**src/rtl/cpu_clk_pkg.sv**
```systemverilog
// Shared encodings for the CPU clock controller: mode inputs, divider states
// and the legacy half-period.
package cpu_clk_pkg;

   localparam logic [1:0] MODE_RUN  = 2'b00;
   localparam logic [1:0] MODE_HALT = 2'b01;
   localparam logic [1:0] MODE_STEP = 2'b10;

   typedef enum logic [1:0] {
      S_LOW  = 2'b00,
      S_HIGH = 2'b01,
      S_HOLD = 2'b10
   } state_e;

   localparam int DEFAULT_HALF = 4;

endpackage

```
**src/rtl/btn_debounce.sv**
```systemverilog
// Button debouncer: two-flop synchroniser, stable-level filter and a one-cycle
// pulse on each accepted 0->1 transition. Release never pulses.
module btn_debounce #(
   parameter int DB_W      = 16,
   parameter int DB_CYCLES = 50000
) (
   input  logic clk,
   input  logic reset,
   input  logic btn_raw,
   output logic level,
   output logic rise_pulse
);

   logic            sync1_q, sync2_q;
   logic            level_q, level_d;
   logic            rise_q, rise_d;
   logic [DB_W-1:0] cnt_q, cnt_d;

   // NOTE: every always_comb output is given a default first so no path leaves it unassigned and infers a latch.
   always_comb begin
      level_d = level_q;
      rise_d  = 1'b0;
      cnt_d   = '0;
      if (sync2_q != level_q) begin
         if (cnt_q == DB_W'(DB_CYCLES - 1)) begin
            level_d = sync2_q;
            rise_d  = sync2_q;
         end else begin
            cnt_d = cnt_q + DB_W'(1);
         end
      end
   end

   always_ff @(posedge clk) begin
      if (!reset) begin
         sync1_q <= 1'b0;
         sync2_q <= 1'b0;
         level_q <= 1'b0;
         rise_q  <= 1'b0;
         cnt_q   <= '0;
      end else begin
         sync1_q <= btn_raw;
         sync2_q <= sync1_q;
         level_q <= level_d;
         rise_q  <= rise_d;
         cnt_q   <= cnt_d;
      end
   end

   assign level      = level_q;
   assign rise_pulse = rise_q;

endmodule

```
**src/rtl/cpu_clk_ctrl.sv**
```systemverilog
// CPU clock controller: programmable divider with run/halt/single-step modes,
// a clock-enable pulse on every div_clk rise and a retired-cycle counter.
module cpu_clk_ctrl
   import cpu_clk_pkg::*;
#(
   parameter int CNT_W        = 16,
   parameter int DEFAULT_HALF = cpu_clk_pkg::DEFAULT_HALF,
   parameter int DB_W         = 16,
   parameter int DB_CYCLES    = 50000
) (
   input  logic             clk,
   input  logic             reset,
   input  logic [CNT_W-1:0] div_half,
   input  logic [1:0]       mode,
   input  logic             step_btn,
   output logic             div_clk,
   output logic             clk_en,
   output logic             running,
   output logic [31:0]      cycle_count
);

   state_e           state_q, state_d;
   logic [CNT_W-1:0] cnt_q, cnt_d;
   logic [CNT_W-1:0] half_q, half_d;
   logic [CNT_W-1:0] half_req;
   logic             phase_end;
   logic             div_clk_q, div_clk_d;
   logic             clk_en_q, clk_en_d;
   logic [31:0]      count_q, count_d;
   logic             btn_level, btn_rise, step_pulse;

   btn_debounce #(
      .DB_W      (DB_W),
      .DB_CYCLES (DB_CYCLES)
   ) u_step_db (
      .clk        (clk),
      .reset      (reset),
      .btn_raw    (step_btn),
      .level      (btn_level),
      .rise_pulse (btn_rise)
   );

   assign step_pulse = btn_rise & btn_level;

   always_comb begin
      half_req  = (div_half == '0) ? CNT_W'(1) : div_half;
      phase_end = (cnt_q == half_q - CNT_W'(1));
      state_d   = state_q;
      cnt_d     = cnt_q + CNT_W'(1);
      half_d    = half_q;
      clk_en_d  = 1'b0;
      count_d   = count_q;

      // The new half-period is only picked up where a phase ends, so the phase in flight keeps its length.
      case (state_q)
         S_LOW: begin
            if (phase_end) begin
               cnt_d   = '0;
               half_d  = half_req;
               state_d = (mode == MODE_RUN) ? S_HIGH : S_HOLD;
            end
         end
         S_HIGH: begin
            if (phase_end) begin
               cnt_d   = '0;
               half_d  = half_req;
               state_d = S_LOW;
            end
         end
         S_HOLD: begin
            cnt_d = '0;
            if (mode == MODE_RUN) begin
               state_d = S_LOW;
            end else if (mode == MODE_STEP && step_pulse) begin
               state_d = S_HIGH;
            end
         end
         default: begin
            cnt_d   = '0;
            state_d = S_LOW;
         end
      endcase

      if (state_d == S_HIGH && state_q != S_HIGH) begin
         clk_en_d = 1'b1;
         count_d  = count_q + 32'd1;
      end
      div_clk_d = (state_d == S_HIGH);
   end

   // NOTE: sequential state uses non-blocking assignments so every flop samples pre-edge values.
   always_ff @(posedge clk) begin
      if (!reset) begin
         state_q   <= S_LOW;
         cnt_q     <= '0;
         half_q    <= CNT_W'(DEFAULT_HALF);
         div_clk_q <= 1'b0;
         clk_en_q  <= 1'b0;
         count_q   <= '0;
      end else begin
         state_q   <= state_d;
         cnt_q     <= cnt_d;
         half_q    <= half_d;
         div_clk_q <= div_clk_d;
         clk_en_q  <= clk_en_d;
         count_q   <= count_d;
      end
   end

   assign div_clk     = div_clk_q;
   assign clk_en      = clk_en_q;
   assign running     = (state_q != S_HOLD);
   assign cycle_count = count_q;

endmodule

```
**config.mk**
```make
export PLATFORM = sky130hd
export DESIGN_NAME = cpu_clk_ctrl
export DESIGN_NICKNAME = d
export VERILOG_FILES = /design/src/rtl/cpu_clk_pkg.sv /design/src/rtl/btn_debounce.sv /design/src/rtl/cpu_clk_ctrl.sv
export SDC_FILE = /design/constraint.sdc
export NUM_CORES = 1
export LEC_CHECK = 0
export BUFFER_PORTS_ARGS = -buffer_cell sky130_fd_sc_hd__buf_2
export CELL_PAD_IN_SITES_DETAIL_PLACEMENT = 0
export CELL_PAD_IN_SITES_GLOBAL_PLACEMENT = 1
export CORE_ASPECT_RATIO = 1.2
export CORE_MARGIN = 2
export CORE_UTILIZATION = 47
export CTS_CLUSTER_DIAMETER = 80
export DETAILED_ROUTE_END_ITERATION = 6
export PLACE_DENSITY_LB_ADDON = 0.08
export SYNTH_ARGS = -nofsm -noshare
export SYNTH_HDL_FRONTEND = slang
export SYNTH_SLANG_ARGS = --single-unit
```
**constraint.sdc**
```tcl
create_clock -name clk -period 4.98 [get_ports clk]
set_clock_uncertainty 0.2 [all_clocks]
set_input_delay 0.747 -clock clk [delete_from_list [all_inputs] [get_ports clk]]
set_output_delay 0.747 -clock clk [all_outputs]
set_load 0.05 [all_outputs]
```
==> results of run 1 <==
## worst max-delay path by stage
stage,startpoint,end
after floorplan,half_q[0],cycle_count[22]
after global placement,half_q[0],cycle_count[29]
after detailed placement,half_q[0],cycle_count[24]
after CTS,half_q[0],cycle_count[24]
after global routing,half_q[0],cycle_count[24]
final,half_q[0],cycle_count[24]
## power groups by stage
| stage | logic (W) | clock network (W) | registers, W |
|---|---|---|---|
| after CTS | 0.000717 | 0.000678 | 0.000855 |
| after global placement | 0.000707 | 0 | 0.000870 |
| after detailed placement | 0.000710 | 0 | 0.000871 |
| after floorplan | 0.000594 | 0 | 0.000849 |
| after global routing | 0.000790 | 0.000705 | 0.000866 |
| final | 0.000711 | 0.000661 | 0.000855 |
## final cells by class
class	count	area (um^2)
Multi-Input combinational cell	424	2770
Clock inverter	5	57.6
Fill cell	904	4310
Clock buffer	10	229
Inverter	7	26.3
Timing Repair Buffer	59	305
Sequential cell	88	1760
Tap cell	123	154
## logic make-up after synthesis
group | after synthesis | share of synthesized area (%)
fa+ha+maj | 4 | 1.07
compound gates | 57 | 8.40
buf+inv | 36 | 3.34
flops | 88 | 37.7
xor+xnor | 51 | 9.55
mux | 46 | 9.84
simple gates | 266 | 30.1
## through the flow
| step | utilization (%) | hold slack, ns | instance area (um^2) |
|---|---|---|---|
| 3_3_place_gp | 52.2 | 0.214 | 5010 |
| 4_1_cts | 55.1 | 0.248 | 5300 |
| 3_5_place_dp | 52.2 | 0.232 | 5010 |
| 2_1_floorplan | - | 0.212 | 4680 |
| 5_1_grt | 55.1 | 0.252 | 5300 |
| 6_report | 55.1 | 0.242 | 5300 |
## cell usage after synthesis (all sizes together), types with 2 or more instances
cell type and count:
mux2i 46, a2111oi 4, o211ai 2, a221oi 3
o21ai 5, a211oi 4, and2 7, xor2 26
nand3 30, nor4 10, or3 2, dfxtp 88
and3 15, nand2b 32, nor4b 2, a31oi 4
nor2 62, nor2b 2, buf 7, and4 6
ha 4, inv 7, or4 2, o2111ai 2
xnor2 25, nand2 56, nand4 20, or2 2
clkbuf 22, nor3 12, nand4b 2, a21oi 26
## state kept, by name, summed over array words and instances, names as in the netlist
signal                cells
clk_en                    1
u_step_db.cnt_q          16
u_step_db.sync2_q         1
u_step_db.sync1_q         1
cnt_q                    16
u_step_db.rise_pulse      1
cycle_count              32
u_step_db.level           1
half_q                   16
state_q                   2
div_clk                   1
## metal layers
layer	vias up	GRT usage, %	part of all wire (%)
li1	2004	-	-
met1	1830	25.1	45
met2	60	34.0	50
met3	14	2.93	2.9
met4	0	8.79	1.7
met5	-	0	0
## critical path, stage by stage, from the launching register on
cell	delay, ns
dfxtp_1	0.35
nor4_1	0.65
nand3_1	0.18
or3_1	0.42
a221oi_1	0.45
nand4_2	0.65
a2111oi_1	0.66
mux2i_1	0.23
==> impl_results.md, run 1 <==
- Worst R2R Setup Slack: between 1 and 1.5 ns
- Number of buffers added on ports: between 50 and 60
- Sequential power share: a little under two fifths
- I/O Pins: 56
- Hold Crit Depth: 1
- Residual DRC: 0
- Slew headroom: about 52%
- Die Height: approximately 110 um
- Final setup TNS: 0 ns
- Clock Power Share: between 20 and 30%
- Hold Crit Class: reg2reg
- Fmax achieved: 258 MHz
- Pre-CTS WS: approximately 1.2 ns
- Clock root buffer: clkbuf_16
- Worst-path fanout max: 24
- Dpl hpwl: approximately 7.4 mm
- Max cap viols: 0
- Worst-skew pair later-pin latency: 0.34 ns
- First-pass GRT wire length: around 17 mm
- Width of the die: 95.1 um
- Hold wc startpoint: u_step_db.sync1_q
- Mapped Area: between 4000 and 5000 um^2
- Final hold violations: 0
- Post-synth EDFFs: 0
- Register area share after synthesis: between 30% and 40%
- Pins Over Slew Limit: 0
- Flops & latches, synth: 88
- Worst Tran Pin Value: 0.714 ns
- Worst Hold End: u_step_db.sync2_q
- Final wirelength: roughly 10 mm
- Final nets: 614
- Area share of the largest cell type after synthesis: between 30% and 40%
- Reg clk slew, reported paths: roughly 0.06 ns
- Initial DRC count: ~110
- Initial core utilization: about half
- Critical R2R Capture: cycle_count[24]
- First-pass iteration count of the detailed router: 4
- GRT Total Usage: about a fifth
- Initial antenna violation count: 0
- Comb power frac: 31.9%
- Die area: roughly 11,000 um^2
- Worst setup SP type: flop
- Final setup fails: 0
- H-tree lvl count: 3
- Worst R2R Path Depth: 7
- Most frequent cells in the layout: dfxtp_1 (88), nor2_1 (62), nand2_1 (56), buf_2 (55), mux2i_1 (46)
- Worst-case clock buffer depth: 2
- RR Startpoint: half_q[0]
- N_diodes: 0
- Placed cells: 701
- CTS tree: done
- Cell accounting for the most synthesized area: dfxtp_1
- Global route overflow: 0
- Post-route total power: roughly 0.0022 W
- Hold_buf cts: 0
- Required @ worst endpoint: between 5 and 6 ns
- Final WS setup: ~1.1 ns
- Gates resized, CTS repair: 0
- Status: complete, no violations
- Antenna viol nets, final: 0
- Synth Flop Type: dfxtp_1
- TritonCTS Buffers: 9
- WL/cell: roughly 14 um
- Commonest non-fill, non-tap cell in the layout: dfxtp_1
- Synth Instances: around 550
- RSZ-0062 raised after global routing: no
- Largest net degree at the start of global routing: 70
- Maximum vdd drop: 0.182 mV
- Final Cycle Share: a little under 80%
- Area grow syn2layout: 13.3%
- Crit path capture type: flop
- Fin crit period: between 3 and 4 ns
- Sw frac: 34.4%
- Leak: 1.94 nW
- WS Path Type: reg2reg
- Internal Pwr Total: between 0.001 and 0.0015 W
- Number of cell rows: 39
- Async SR Flop Fraction: 0%
- Core area: between 9000 and 10,000 um^2
- Ratio of cells with drive above 1 in the final layout: between 10% and 20%
- Number of global-route vias before repair: 3,670
- Syn Area/Cell: between 8 and 9 um^2
- Post-CTS setup buffers: 0
- Power density over cell area: 420 nW/um^2
- Routability cong.: between 0.8 and 0.9
- Vias per Instance: roughly 5.5
- Non-filler cells, final: between 700 and 800
- CP arrival: between 3 and 4 ns
- Mapped Nets: approximately 570
- Synth top area cells: dfxtp_1 (38%), mux2i_1 (9.8%), nor2_1 (5.0%)
- Sink Count: between 80 and 90
- Yosys warns: 0
- Synth cell types: 54
- Via count: just under 4,000
- Sw power: around 0.00077 W
Power figures use the tool's default switching activity.
==> run 2, diff against run 1 <==
--- a/config.mk
+++ b/config.mk
@@ -10,7 +10,7 @@
 export CELL_PAD_IN_SITES_GLOBAL_PLACEMENT = 1
 export CORE_ASPECT_RATIO = 1.2
 export CORE_MARGIN = 2
-export CORE_UTILIZATION = 47
+export CORE_UTILIZATION = 44
 export CTS_CLUSTER_DIAMETER = 80
 export DETAILED_ROUTE_END_ITERATION = 6
 export PLACE_DENSITY_LB_ADDON = 0.08
==> constraint.sdc (replaced) <==
create_clock -name clk -period 3.64 [get_ports clk]
set_clock_uncertainty 0.2 [all_clocks]
set_input_delay 0.546 -clock clk [delete_from_list [all_inputs] [get_ports clk]]
set_output_delay 0.546 -clock clk [all_outputs]
set_load 0.05 [all_outputs]
==> run 2 against run 1 <==
Clock power increased by 57%. Critical endpoint unchanged. Critical path depth grew 2. Routed wire length grew 3.5%. Setup slack got worse by 0.89 ns. Utilization is 3.1 points lower. Highest routed layer unchanged.
==> impl_results.md, run 2 (synthesis gave the netlist of run 1 again) <==
- Status: complete, no violations
- Worst-case clock buffer depth: 2 (unchanged)
- Number of buffers added on ports: 55 (unchanged)
- Routability cong.: 0.776 (-9.7%)
- Die area: 11,500 um^2 (+6.6%)
- Hold Crit Depth: 2 (+1)
- First-pass GRT wire length: 18.6 mm (+7.7%)
- Hold_buf cts: 0 (unchanged)
- I/O Pins: 56 (unchanged)
- Max cap viols: 0 (unchanged)
- Non-filler cells, final: 727 (+1.5%)
- Final hold violations: 0 (unchanged)
- WL/cell: 14.8 um (+1.9%)
- Initial antenna violation count: 0 (unchanged)
- Fin crit period: 3.42 ns (-0.454 ns)
- First-pass iteration count of the detailed router: 4 (unchanged)
- Worst setup SP type: flop
- RSZ-0062 raised after global routing: yes
- RR Startpoint: half_q[0]
- Final setup fails: 0 (unchanged)
- CP arrival: 3.49 ns (-0.45 ns)
- Clock root buffer: clkbuf_16
- Pins Over Slew Limit: 0 (unchanged)
- Final hold slack: 0.204 ns (-0.0381 ns)
- WS Path Type: reg2reg
- Fmax achieved: 293 MHz (+13%)
- Residual DRC: 0 (unchanged)
- Initial DRC count: 161 (+48%)
- Leak: 1.98 nW (+2.2%)
- Crit path capture type: flop
- Width of the die: 98.1 um (+3.2%)
- N_diodes: 0 (unchanged)
- Dpl hpwl: 7.65 mm (+3.0%)
- Final nets: 618 (+0.65%)
- Worst R2R Setup Slack: 0.22 ns (-0.89 ns)
- Critical R2R Capture: cycle_count[24]
- Ratio of cells with drive above 1 in the final layout: 16.2% (+1.5 points)
- Worst R2R Path Depth: 9 (+2)
- Die Height: 117 um (+3.2%)
- TritonCTS Buffers: 9 (unchanged)
- Hold wc startpoint: step_btn
- Worst Hold End: u_step_db.sync1_q
- Reg clk slew, reported paths: 0.07 ns (about the same)
- Final Cycle Share: 93.9% (+16 points)
- Hold Crit Class: in2reg
- Largest register FFs: 32 (unchanged)
- Global route overflow: 0 (unchanged)
- Final wirelength: 10.7 mm (+3.5%)
- Area grow syn2layout: 15.8%
- Util after Layout: 52.0% (-3.1 points)
- Power density over cell area: 604 nW/um^2 (+44%)
- Largest net degree at the start of global routing: 49 (-30%)
- Worst-path fanout max: 9 (-63%)
- Number of global-route vias before repair: 3,794 (+3.4%)
- Required @ worst endpoint: 3.71 ns (-1.34 ns)
- GRT Total Usage: 19.8% (-0.37 points)
- Antenna viol nets, final: 0 (unchanged)
- Number of cell rows: 41 (+5.1%)
- Initial core utilization: 44.9% (-3.7 points)
- Worst-skew pair later-pin latency: 0.34 ns (about the same)
- Worst Tran Pin Value: 0.757 ns (+0.0435 ns)
- Final setup TNS: 0 ns (unchanged)
- CTS tree: done
- H-tree lvl count: 3 (unchanged)
- Maximum vdd drop: 0.273 mV (+50%)
- Sink Count: 88 (unchanged)
- Post-route total power: 0.00327 W (+47%)
- Placed cells: 711 (+1.4%)
- Via count: 3,962 (+1.4%)
- Vias per Instance: 5.45 (-0.15%)
- Core area: 10,400 um^2 (+8.3%)
- Slew headroom: 49.5% (-2.8 points)
- Commonest non-fill, non-tap cell in the layout: dfxtp_1
- Most frequent cells in the layout: dfxtp_1 (88), nor2_1 (62), nand2_1 (56), buf_2 (55), mux2i_1 (46)
==> run 2: cell types whose count changed in the layout (fill, tap and decap cells not counted), sizes merged <==
cell	change
bufinv	+1
buf	+4
inv	+2
clkbuf	-1
clkinv	-1
==> run 2: critical path: stages, from the launching register on <==
cell and delay [ns]:
dfxtp_1 0.36, inv_1 0.07, ha_1 0.19, or3b_1 0.50, or4b_1 0.54, o211ai_1 0.14, and4_1 0.36, nand4_4 0.22
a2111oi_1 0.53, mux2i_1 0.24
==> run 2: worst max path at each step <==
stage	slack (ns)	from	cells after the start	end
2_1_floorplan	0.55	half_q[0]	12	cycle_count[22]
6_report	0.22	half_q[0]	9	cycle_count[24]
3_5_place_dp	0.17	half_q[0]	9	cycle_count[23]
5_1_grt	0.009	half_q[0]	10	cycle_count[14]
3_3_place_gp	0.23	half_q[0]	9	cycle_count[29]
4_1_cts	0.12	half_q[0]	9	cycle_count[23]
==> run 2: timing repair <==
| item | in CTS | in global routing |
|---|---|---|
| buffers inserted | 0 | 0 |
| setup endpoints to repair | 0 | 20 |
| resized for setup | 0 | 5 |
==> run 2: routing by layer <==
layer | global-route usage (%) | part of all wire (%)
met3 | 3.68 | 3.2
met1 | 25.7 | 45
met5 | 0 | 0
met4 | 6.94 | 1.0
met2 | 33.2 | 50
==> run 2: power breakdown <==
part | switching, W | internal, W
Clock | 0.000423 | 0.000616
Sequential | 0.000129 | 0.00104
Combinational | 0.000596 | 0.000465
==> run 2: metrics by stage <==
stage               setup slack [ns]  area [um^2]
finish                         0.222         5420
global route                 0.00868         5420
CTS                            0.121         5390
detailed placement             0.171         5050
global placement               0.229         5050
floorplan                      0.547         4680
==> run 2: area by class of cell <==
cell class                      instances  area, um^2
Fill cell                            1018        5000
Multi-Input combinational cell        424        2800
Sequential cell                        88        1760
Timing Repair Buffer                   63         335
Clock buffer                            9         225
Tap cell                              129         161
Clock inverter                          7         111
Inverter                                7        26.3
==> run 3, diff against run 2 <==
--- a/config.mk
+++ b/config.mk
@@ -10,10 +10,11 @@
 export CELL_PAD_IN_SITES_GLOBAL_PLACEMENT = 1
 export CORE_ASPECT_RATIO = 1.2
 export CORE_MARGIN = 2
-export CORE_UTILIZATION = 44
+export CORE_UTILIZATION = 40
 export CTS_CLUSTER_DIAMETER = 80
 export DETAILED_ROUTE_END_ITERATION = 6
 export PLACE_DENSITY_LB_ADDON = 0.08
+export SLEW_MARGIN = 20
 export SYNTH_ARGS = -nofsm -noshare
 export SYNTH_HDL_FRONTEND = slang
 export SYNTH_SLANG_ARGS = --single-unit
==> constraint.sdc (replaced) <==
create_clock -name clk -period 2.85 [get_ports clk]
set_clock_uncertainty 0.2 [all_clocks]
set_input_delay 0.4275 -clock clk [delete_from_list [all_inputs] [get_ports clk]]
set_output_delay 0.4275 -clock clk [all_outputs]
set_load 0.05 [all_outputs]
==> run 3 against run 2 <==
The flow now finishes with violations (negative setup slack). Critical endpoint is now cycle_count[14]. Utilization increased by 2.0 points. Worst hold slack lost 0.11 ns. Clock-buffer cell count grew 1. Routed wire length grew 12%. Register-to-register slack lost 0.38 ns. Sequential cell count is the same. Combinational power increased by 110%. Global-route usage is 0.55 points lower. Fmax up 14%. Critical path type unchanged. Cell area rose by 14%. Sequential share of layout area is 4.0 points lower. Via count rose by 4.9%.
==> impl_results.md, run 3 (synthesis gave the netlist of run 1 again) <==
- Status: finished, violations left
- Violated checks: negative setup slack
- Final hold slack: 0.0956 ns (-0.109 ns)
- WS Path Type: reg2reg
- Cell area after layout: 6190 um^2 (+14%)
- Non-filler cells, final: 799 (+9.9%)
- H-tree lvl count: 3 (unchanged)
- Hold Crit Class: in2reg
- Leak: 2.27 nW (+14%)
- Worst Tran Pin Value: 0.676 ns (-0.0811 ns)
- Worst-case clock buffer depth: 2 (unchanged)
- Hold_buf cts: 0 (unchanged)
- TritonCTS Buffers: 9 (unchanged)
- Commonest non-fill, non-tap cell in the layout: dfxtp_1
- Worst R2R Setup Slack: -0.15 ns (-0.38 ns)
- Residual DRC: 0 (unchanged)
- Initial DRC count: 118 (-27%)
- Vias per Instance: 5.20 (-4.5%)
- Critical R2R Capture: cycle_count[14]
- Slew headroom: 54.9% (+5.4 points)
- WL/cell: 15.0 um (+1.6%)
- Hold Crit Depth: 2 (unchanged)
- Routability cong.: 0.862 (+11%)
- Hold wc startpoint: step_btn
- Fmax achieved: 333 MHz (+14%)
- Worst-path fanout max: 9 (unchanged)
- Via count: 4,158 (+4.9%)
- Pins Over Slew Limit: 0 (unchanged)
- Final WS setup: -0.153 ns (-0.375 ns)
- Reg clk slew, reported paths: 0.07 ns (about the same)
- First-pass iteration count of the detailed router: 4 (unchanged)
- Final nets: 662 (+7.1%)
- Final setup fails: 45 (+45)
- Cell Area, Placed: 5410 um^2 (+7.0%)
- Dpl hpwl: 8.42 mm (+10%)
- Number of cell rows: 43 (+4.9%)
- Global route overflow: 0 (unchanged)
- I/O Pins: 56 (unchanged)
- Number of global-route vias before repair: 3,881 (+2.3%)
- Die area: 12,600 um^2 (+9.6%)
- Final hold violations: 0 (unchanged)
- Number of buffers added on ports: 55 (unchanged)
- Ratio of cells with drive above 1 in the final layout: 30.1% (+14 points)
- Placed cells: 772 (+8.6%)
- Fin crit period: 3.00 ns (-0.415 ns)
- CTS tree: done
- Die Height: 122 um (+4.7%)
- Max cap viols: 0 (unchanged)
- Final setup TNS: -3.83 ns (-3.83 ns)
- Required @ worst endpoint: 2.93 ns (-0.78 ns)
- Initial core utilization: 40.8% (-4.1 points)
- Maximum vdd drop: 0.621 mV (+130%)
- Worst setup SP type: flop
- Worst Hold End: u_step_db.sync1_q
- CP arrival: 3.08 ns (-0.41 ns)
- Initial antenna violation count: 0 (unchanged)
- RSZ-0062 raised after global routing: yes
- GRT Total Usage: 19.2% (-0.55 points)
- First-pass GRT wire length: 19.1 mm (+2.7%)
- Largest register FFs: 32 (unchanged)
- Worst-skew pair later-pin latency: 0.34 ns (about the same)
- RR Startpoint: half_q[1]
- Clock root buffer: clkbuf_16
- Worst R2R Path Depth: 13 (+4)
- Core area: 11,500 um^2 (+10%)
- Sink Count: 88 (unchanged)
- Antenna viol nets, final: 0 (unchanged)
- Crit path capture type: flop
- Final wirelength: 12.0 mm (+12%)
- CP startpoint: half_q[1]
- Area grow syn2layout: 32.4%
- Width of the die: 103 um (+4.7%)
- Largest net degree at the start of global routing: 43 (-12%)
- Most frequent cells in the layout: dfxtp_1 (85), buf_2 (55), nand2_1 (54), nor2_1 (52), mux2i_1 (46)
- Power density over cell area: 798 nW/um^2 (+32%)
- N_diodes: 0 (unchanged)
- Final Cycle Share: 105% (+11 points)
## run 3: report_power, final
| part | switching, W | total, W | internal, W |
|---|---|---|---|
| Sequential | 0.000123 | 0.00146 | 0.00134 |
| Combinational | 0.00109 | 0.00226 | 0.00117 |
| Clock | 0.000512 | 0.00122 | 0.000707 |
## run 3: worst max path at each step
stage,endpoint,slack [ns],cells after the start
2_1_floorplan,cycle_count[23],-0.08,10
3_3_place_gp,cycle_count[29],-0.14,12
3_5_place_dp,cycle_count[23],-0.19,12
4_1_cts,cycle_count[14],-0.08,11
5_1_grt,cycle_count[14],-0.27,13
6_report,cycle_count[14],-0.15,13
## run 3: timing repair
action,CTS,global route
gates resized for setup,15,61
buffers inserted,2,6
setup endpoints to repair,45,67
pin swaps,7,15
cloned,0,4
## run 3: per-layer routing
metal	wire (um)	track usage, %	up-vias
met5	0	0	-
met4	206	5.92	0
met3	362	3.53	14
met2	6170	33.7	61
met1	5230	23.7	1975
li1	-	-	2108
## run 3: cell type report
class                           instances  area, um^2
Clock buffer                           10         239
Inverter                                7        26.3
Tap cell                              157         196
Timing Repair Buffer                  107         798
Multi-Input combinational cell        424        3100
Sequential cell                        88        1770
Clock inverter                          6        65.1
Fill cell                            1093        5270
## run 3: per-stage QoR
step / setup slack (ns) / power [W] / utilization, %
after floorplan: -0.0786 / 0.00262 / -
after global placement: -0.143 / 0.00317 / 47.2
after detailed placement: -0.188 / 0.00319 / 47.2
after CTS: -0.0808 / 0.00454 / 50.9
after global routing: -0.271 / 0.00522 / 54.0
final: -0.153 / 0.00494 / 54.0
## run 3: critical path, cell delays in order (launching register included)
cell and delay, ns:
dfxtp_4 0.36, inv_2 0.06, ha_4 0.12, or3b_4 0.39, buf_6 0.14, nor2_2 0.12
a31oi_2 0.12, a221oi_2 0.38, buf_4 0.19, nand4_4 0.11, buf_12 0.17, buf_12 0.15
a211oi_4 0.24, mux2i_1 0.20
